==> src/rtl/bit_swap_engine.sv <==
// Two-stage swap unit: operands, mode and range flag are registered in S1.
// S2 holds the swapped result that drives the output stream.
module bit_swap_engine #(
  parameter int WIDTH = 8,
  parameter int POS_W = $clog2(WIDTH) + 1,
  parameter int CNT_W = 16
) (
  input  logic             clk,
  input  logic             rst,
  input  logic             in_valid,
  output logic             in_ready,
  input  logic [WIDTH-1:0] in_a,
  input  logic [WIDTH-1:0] in_b,
  input  logic [1:0]       in_mode,
  input  logic [POS_W-1:0] in_pos_i,
  input  logic [POS_W-1:0] in_pos_j,
  output logic             out_valid,
  input  logic             out_ready,
  output logic [WIDTH-1:0] out_a,
  output logic [WIDTH-1:0] out_b,
  output logic             out_err,
  output logic [CNT_W-1:0] txn_count
);

  localparam logic [POS_W-1:0] LIMIT = POS_W'(WIDTH);

  // Handshake: a transfer happens on a posedge where valid & ready are both 1;
  // a producer holds valid and data stable until that edge.
  logic             adv1, adv2, in_fire, out_fire, in_err;
  logic             s1_valid_q, s1_valid_d;
  logic [WIDTH-1:0] s1_a_q, s1_a_d, s1_b_q, s1_b_d;
  logic [1:0]       s1_mode_q, s1_mode_d;
  logic [POS_W-1:0] s1_pos_i_q, s1_pos_i_d, s1_pos_j_q, s1_pos_j_d;
  logic             s1_err_q, s1_err_d;
  logic             s2_valid_q, s2_valid_d;
  logic [WIDTH-1:0] s2_a_q, s2_a_d, s2_b_q, s2_b_d;
  logic             s2_err_q, s2_err_d;
  logic [CNT_W-1:0] txn_count_q, txn_count_d;
  logic             a_i, a_j, b_j;
  logic [WIDTH-1:0] res_a, res_b;

  always_comb begin
    adv2     = !s2_valid_q | out_ready;
    adv1     = !s1_valid_q | adv2;
    in_ready = adv1 & !rst;
    in_fire  = in_valid & in_ready;
    out_fire = s2_valid_q & out_ready;
    in_err   = in_mode[1] & ((in_pos_i >= LIMIT) | (in_pos_j >= LIMIT));
  end

  always_comb begin
    s1_valid_d = s1_valid_q;
    s1_a_d     = s1_a_q;
    s1_b_d     = s1_b_q;
    s1_mode_d  = s1_mode_q;
    s1_pos_i_d = s1_pos_i_q;
    s1_pos_j_d = s1_pos_j_q;
    s1_err_d   = s1_err_q;
    if (adv1) s1_valid_d = in_valid;
    if (in_fire) begin
      s1_a_d     = in_a;
      s1_b_d     = in_b;
      s1_mode_d  = in_mode;
      s1_pos_i_d = in_pos_i;
      s1_pos_j_d = in_pos_j;
      s1_err_d   = in_err;
    end
  end

  // Positions are matched against every bit index so no out-of-range select exists.
  always_comb begin
    a_i   = 1'b0;
    a_j   = 1'b0;
    b_j   = 1'b0;
    res_a = s1_a_q;
    res_b = s1_b_q;
    for (int k = 0; k < WIDTH; k++) begin
      if (POS_W'(k) == s1_pos_i_q) a_i = s1_a_q[k];
      if (POS_W'(k) == s1_pos_j_q) a_j = s1_a_q[k];
      if (POS_W'(k) == s1_pos_j_q) b_j = s1_b_q[k];
    end
    if (!s1_err_q) begin
      case (s1_mode_q)
        2'b01: begin
          res_a = s1_b_q;
          res_b = s1_a_q;
        end
        2'b10: begin
          for (int k = 0; k < WIDTH; k++) begin
            if (POS_W'(k) == s1_pos_i_q) res_a[k] = a_j;
            if (POS_W'(k) == s1_pos_j_q) res_a[k] = a_i;
          end
        end
        2'b11: begin
          for (int k = 0; k < WIDTH; k++) begin
            if (POS_W'(k) == s1_pos_i_q) res_a[k] = b_j;
            if (POS_W'(k) == s1_pos_j_q) res_b[k] = a_i;
          end
        end
        default: ;
      endcase
    end
  end

  always_comb begin
    s2_valid_d  = s2_valid_q;
    s2_a_d      = s2_a_q;
    s2_b_d      = s2_b_q;
    s2_err_d    = s2_err_q;
    txn_count_d = txn_count_q + CNT_W'(out_fire);
    if (adv2) begin
      s2_valid_d = s1_valid_q;
      if (s1_valid_q) begin
        s2_a_d   = res_a;
        s2_b_d   = res_b;
        s2_err_d = s1_err_q;
      end
    end
  end

  always_ff @(posedge clk) begin
    if (rst) begin
      s1_valid_q  <= 1'b0;
      s1_a_q      <= '0;
      s1_b_q      <= '0;
      s1_mode_q   <= '0;
      s1_pos_i_q  <= '0;
      s1_pos_j_q  <= '0;
      s1_err_q    <= 1'b0;
      s2_valid_q  <= 1'b0;
      s2_a_q      <= '0;
      s2_b_q      <= '0;
      s2_err_q    <= 1'b0;
      txn_count_q <= '0;
    end else begin
      s1_valid_q  <= s1_valid_d;
      s1_a_q      <= s1_a_d;
      s1_b_q      <= s1_b_d;
      s1_mode_q   <= s1_mode_d;
      s1_pos_i_q  <= s1_pos_i_d;
      s1_pos_j_q  <= s1_pos_j_d;
      s1_err_q    <= s1_err_d;
      s2_valid_q  <= s2_valid_d;
      s2_a_q      <= s2_a_d;
      s2_b_q      <= s2_b_d;
      s2_err_q    <= s2_err_d;
      txn_count_q <= txn_count_d;
    end
  end

  assign out_valid = s2_valid_q;
  assign out_a     = s2_a_q;
  assign out_b     = s2_b_q;
  assign out_err   = s2_err_q;
  assign txn_count = txn_count_q;

endmodule

==> config.mk <==
export PLATFORM = sky130hd
export DESIGN_NAME = bit_swap_engine
export DESIGN_NICKNAME = d
export VERILOG_FILES = /design/src/rtl/bit_swap_engine.sv
export SDC_FILE = /design/constraint.sdc
export NUM_CORES = 1
export LEC_CHECK = 0
export CORE_ASPECT_RATIO = 0.7
export CORE_UTILIZATION = 48
export DETAILED_ROUTE_END_ITERATION = 7
export PLACE_DENSITY_LB_ADDON = 0.25
export SLEW_MARGIN = 20
export SYNTH_ARGS = -nofsm -noshare
export SYNTH_HDL_FRONTEND = slang
export SYNTH_SLANG_ARGS = --single-unit
==> constraint.sdc <==
create_clock -name clk -period 1.7 [get_ports clk]
set_input_delay 0.17 -clock clk [delete_from_list [all_inputs] [get_ports clk]]
set_output_delay 0.17 -clock clk [all_outputs]
set_load 0.02 [all_outputs]
Word-level counts from Yosys, hierarchy flattened
Cells that the tools add are included.
{"block": "word_totals", "reg_bits": 62, "input_bits": 30, "out_inout_bits": 35, "wordCells": 105}
{"block": "op_classes", "addsub": 1, "n_lt_le_gt_ge": 2, "n_eq_ne": 17, "n_mux": 60, "bitwise_logic": 7, "reduce_logical": 6}
{"operator": "$mux W1", "n": 56}
{"operator": "$eq A3 B4 Y1 const A", "n": 8}
{"operator": "$pmux W8 S3", "n": 1}
{"operator": "$add A16 B1 Y16", "n": 1}
{"operator": "$eq A2 B4 Y1 const A", "n": 4}
{"operator": "$mux W8", "n": 2}
{"operator": "$pmux W8 S2", "n": 1}
{"operator": "$eq A1 B4 Y1 const A", "n": 2}
{"operator": "$ge A4 B4 Y1 const B", "n": 2}
{"operator": "$logic_not A4 Y1", "n": 2}
{"operator": "$and A1 B1 Y1", "n": 4}
{"operator": "$eq A2 B2 Y1 const B", "n": 2}
{"operator": "$logic_not A1 Y1", "n": 3}
{"operator": "$or A1 B1 Y1", "n": 3}
{"operator": "$eq A2 B1 Y1 const B", "n": 1}
{"operator": "$reduce_and A2 Y1", "n": 1}

Longest topological paths before layout
{"block": "logic_depth", "word_depth": 13, "ltp_mapped": 8, "ltp_nobuf": 7}

Least setup slack after synthesis
OpenSTA, ideal clock, no wires.
{"block": "synth_timing", "path_type": "register -> register", "from": "reg s2_valid_q (netlist: out_valid)", "to": "reg s1_a_q[2]", "setup_time_ns": 0.087, "t_arrival_ns": 1.895, "t_required_ns": 1.613, "path_slack_ns": -0.283, "path_stages_with_launch": 8, "n_path_buf": 2, "period_less_slack_ns": 1.983, "path_cell_list": "dfxtp_1 -> nor2b_2 -> a21oi_1 -> and2_1 -> clkbuf_1 -> clkbuf_1 -> nand2_1 -> o31ai_1"}
{"block": "synth_via", "elab_chain_len": 5}
{"element": "start: declaration", "line": "35", "rtl": "logic s2_valid_q, s2_valid_d;"}
{"element": "start signal: assignment", "line": "143", "rtl": "s2_valid_q <= s2_valid_d;"}
{"element": "$logic_not A1 Y1", "line": "43", "rtl": "adv2 = !s2_valid_q | out_ready;"}
{"element": "$or A1 B1 Y1", "line": "43"}
{"element": "$or A1 B1 Y1", "line": "44", "rtl": "adv1 = !s1_valid_q | adv2;"}
{"element": "$and A1 B1 Y1", "line": "45", "rtl": "in_ready = adv1 & !rst;"}
{"element": "named net in_ready", "line": "11", "rtl": "output logic in_ready,"}
{"element": "$and A1 B1 Y1", "line": "46", "rtl": "in_fire = in_valid & in_ready;"}
{"element": "end signal: assignment", "line": "124", "rtl": "s1_a_q <= '0;"}
{"element": "end signal: assignment", "line": "137", "rtl": "s1_a_q <= s1_a_d;"}
{"element": "end: declaration", "line": "31", "rtl": "logic [WIDTH-1:0] s1_a_q, s1_a_d, s1_b_q, s1_b_d;"}
The timed path passes the listed nets, and every way through them passes these cells.
A chain may end at the register's enable or synchronous reset.

Worst setup path in the final report
{"block": "layout_timing", "from": "reg s1_pos_j_q[0]", "to": "reg s2_a_q[2] (netlist: out_a[2])"}
{"block": "layout_via", "elab_chain_len": 13, "elab_cells_between_ends": 29, "cone_classes": "eq/ne (7); mux (21); reduce/logical (1)"}
{"element": "start: declaration", "line": "33", "rtl": "logic [POS_W-1:0] s1_pos_i_q, s1_pos_i_d, s1_pos_j_q, s1_pos_j_d;"}
{"element": "start signal: assignment", "line": "141", "rtl": "s1_pos_j_q <= s1_pos_j_d;"}
{"element": "$logic_not A4 Y1", "line": "79, 80"}
{"element": "$mux W1 (8 in a row)", "line": "79", "rtl": "if (POS_W'(k) == s1_pos_j_q) a_j = s1_a_q[k];"}
{"element": "$mux W1", "line": "90", "rtl": "if (POS_W'(k) == s1_pos_i_q) res_a[k] = a_j;"}
{"element": "$mux W1", "line": "91", "rtl": "if (POS_W'(k) == s1_pos_j_q) res_a[k] = a_i;"}
{"element": "$pmux W8 S3 *", "line": "83", "rtl": "case (s1_mode_q)"}
{"element": "$mux W8 *", "line": "82", "rtl": "if (!s1_err_q) begin"}
{"element": "end signal: assignment", "line": "131", "rtl": "s2_a_q <= '0;"}
{"element": "end signal: assignment", "line": "144", "rtl": "s2_a_q <= s2_a_d;"}
{"element": "end: declaration", "line": "36", "rtl": "logic [WIDTH-1:0] s2_a_q, s2_a_d, s2_b_q, s2_b_d;"}
Every way passes the cells marked *; elsewhere a longest branch is shown, timed or not.

==> flow_summary.ini <==
[run_status]
status = finished with violations
violations = setup timing

[pwr]
switchingPower_w = 0.00130
clockPowerShare_pct = 33.2
switching_share_pct = 32.3
pwr-share-comb_pct = 26.7
intPower_w = 0.00272
seqPwrFrac_pct = 40.2
power_per_cell_area_nw_per_um2 = 744
vdd_drop_max_uv = 569
p_leak_nw = 2.14

[place]
io_buffers = 64
pre_cts_ws_ns = -0.316
gp_congestion = 1.00
hpwl_microns = 9430

[timing]
slew_headroom_pct = 71.5
max_freq_mhz = 560
final-setup-viol-count = 12
tightest_slew_ns = 0.426
setup_tns_ns = -0.516
timing.final.crit_period_ns = 1.78
hold_viol = 0
fin_worst_skew_ns = 0.00876
fin_crit_sh_pct = 105
slew_violations = 0
setup_slack_ns = -0.0844
rsz0062_at_grt = yes

[global_route]
grt_pass1_vias = 3691
antenna_found_initial = 0
grt-ovfl-total = 0
grt_pass1_wl_microns = 19600
grt_max_degree = 38
track_usage_pct = 32.8

[clock_tree]
clkSinkCount = 62
clk_pin_slew_ns = 0.08
ctsLongestPathBuffers = 2
h-tree-depth = 3
cts_tree = done
insertion_delay_ns = 0.35
cts_root_buf = clkbuf_8
cts-buffers-inserted = 9

[synthesis]
yosysWarnings = 0
syn_area_sq_um = 3670
syn_inst = 488
ys_seq_area_share_pct = 33.8
ys.flop_type = dfxtp_1
ys_seq_elements = 62
synth_edf_count = 0
syn_nets = 520
syn_area_per_cell_sq_um = 7.53
async_flop_share_pct = 0
ys_types = 63

[finish]
fillers = 586
antenna_cells = 0
area_growth_pct = 46.9
num-nets-final = 650
final_core_util_pct = 73.4
final_common_cell = buf_4
drive_gt1_share_pct = 24.9
final_cell_mix = buf_4 (83), nand2_1 (75), clkdlybuf4s50_1 (63)

[routing]
firstDrtPassIters = 5
ant_nets = 0
dr.first_iter.drc_count = 338
wl_microns = 12700
via_per_inst = 5.77
vias = 4163
drc_errors = 0
drt-wirelength-per-cell_microns = 17.6

[job]
drv_cap = 0

[worst_setup_path]
end_kind = register
worstSetupStartpointType = register
crit_chain = or3b_1, a21oi_1, a41o_2, a21oi_4, buf_12, a2111oi_2, a22o_1
arrival_ns = 2.08
slowest_delay_ns = 0.38
crit_fanout = 6
crit_family = compound AO/OA/AOI/OAI gates
worst_path_max_delay_cell = or3b_1
required_ns = 2.00
critPathKind = register to register
crit_buf_inv = 1

[floorplanning]
die-area_sq_um = 8010
fp.coreArea_sq_um = 7350
io_pins = 65
rows = 26
initial_utilization_pct = 50.0
die_w_microns = 107
die_h_microns = 75.2

[min_path]
hp-class = primary input to register
==> registers in the layout, summed over array words and instances, names as in the netlist <==
signal / count
txn_count: 16
out_a: 8
out_b: 8
s1_a_q: 8
s1_b_q: 8
s1_pos_i_q: 4
s1_pos_j_q: 4
s1_mode_q: 2
out_err: 1
out_valid: 1
s1_err_q: 1
s1_valid_q: 1
==> cells by family (layout without fill, tap and decap cells) <==
logic type | Yosys count | in the layout | share of synthesized area [%]
AND/OR/NAND/NOR | 192 | 192 | 24.4
AO/OA/AOI/OAI | 160 | 160 | 29.7
flip-flops | 62 | 62 | 33.8
buffers and inverters | 58 | 193 | 7.83
XOR/XNOR | 8 | 8 | 1.91
multiplexers | 6 | 6 | 1.70
adder cells (fa/ha/maj) | 2 | 2 | 0.681
==> power by group through the flow <==
stage / Sequential [W] / Clock (W) / Combinational, W
2_1_floorplan: 0.00165 / 0 / 0.000488
3_5_place_dp: 0.00165 / 0 / 0.000965
6_report: 0.00161 / 0.00133 / 0.00107
3_3_place_gp: 0.00164 / 0 / 0.000955
4_1_cts: 0.00161 / 0.00135 / 0.00103
5_1_grt: 0.00162 / 0.00140 / 0.00114
==> Yosys cell counts, types with 8 or more instances <==
cell type  instances  area [sq um]
a21o_1            13          97.6
a21oi_1           33           165
a31oi_1           10          62.6
clkbuf_1          18          67.6
dfxtp_1           62          1240
inv_1             20          75.1
nand2_1           77           289
nand3_1           17          85.1
nor2_1            47           176
nor2b_1            8          50.1
nor3_1            12          60.1
o211ai_1           8          60.1
o21ai_0           43           215
o31ai_1           11          82.6
==> worst register-to-register path, stage by stage, from the launching register on <==
cell	delay (ns)
dfxtp_2	0.35
or3b_1	0.38
a21oi_1	0.16
a41o_2	0.16
a21oi_4	0.06
buf_12	0.15
a2111oi_2	0.30
a22o_1	0.17
==> final timing paths <==
check	start	end	slack (ns)	cells past startpoint
setup / recovery	s1_pos_j_q[0]$_SDFFE_PP0P_	out_a[2]$_SDFFE_PP0P_	-0.08	7
hold / removal	in_mode[0]	s1_mode_q[0]$_SDFFE_PP0P_	0.35	3
setup reg to reg	s1_pos_j_q[0]$_SDFFE_PP0P_	out_a[2]$_SDFFE_PP0P_	-0.08	7
hold reg to reg	out_err$_SDFFE_PP0P_	out_err$_SDFFE_PP0P_	0.49	2
==> routing by layer <==
layer | global-route usage (%) | vias to the layer above | wire (microns)
met3 | 7.19 | 22 | 1170
met2 | 49.0 | 185 | 5370
li1 | - | 2013 | -
met4 | 8.68 | 0 | 189
met5 | 0 | - | 0
met1 | 47.9 | 1943 | 5980
==> metrics by stage <==
| stage | hold WS [ns] | total power (W) | instances | area, sq um |
|---|---|---|---|---|
| after detailed placement | 0.490 | 0.00261 | 699 | 4980 |
| after floorplan | 0.269 | 0.00214 | 488 | 3700 |
| after global routing | 0.347 | 0.00417 | 721 | 5400 |
| after global placement | 0.449 | 0.00260 | 699 | 4980 |
| after CTS | 0.337 | 0.00399 | 717 | 5300 |
| final | 0.348 | 0.00402 | 721 | 5400 |
==> final cells by class <==
cell class,count,area [sq um],area share [%]
timing repair buffer,157,1450,26.8
clock inverter,7,73.8,1.37
clock buffer,9,124,2.30
multi-input combinational,368,2290,42.5
sequential,62,1260,23.4
tap,98,123,2.27
inverter,20,75.1,1.39
==> what timing repair did <==
item	4_1_cts	5_1_grt
pin swaps	8	7
buffers inserted	3	4
endpoints found under the setup margin	17	25
endpoints found under the hold margin	0	0
hold buffers	0	0
gates resized for setup	22	18
(Power assumes the default switching activity.)
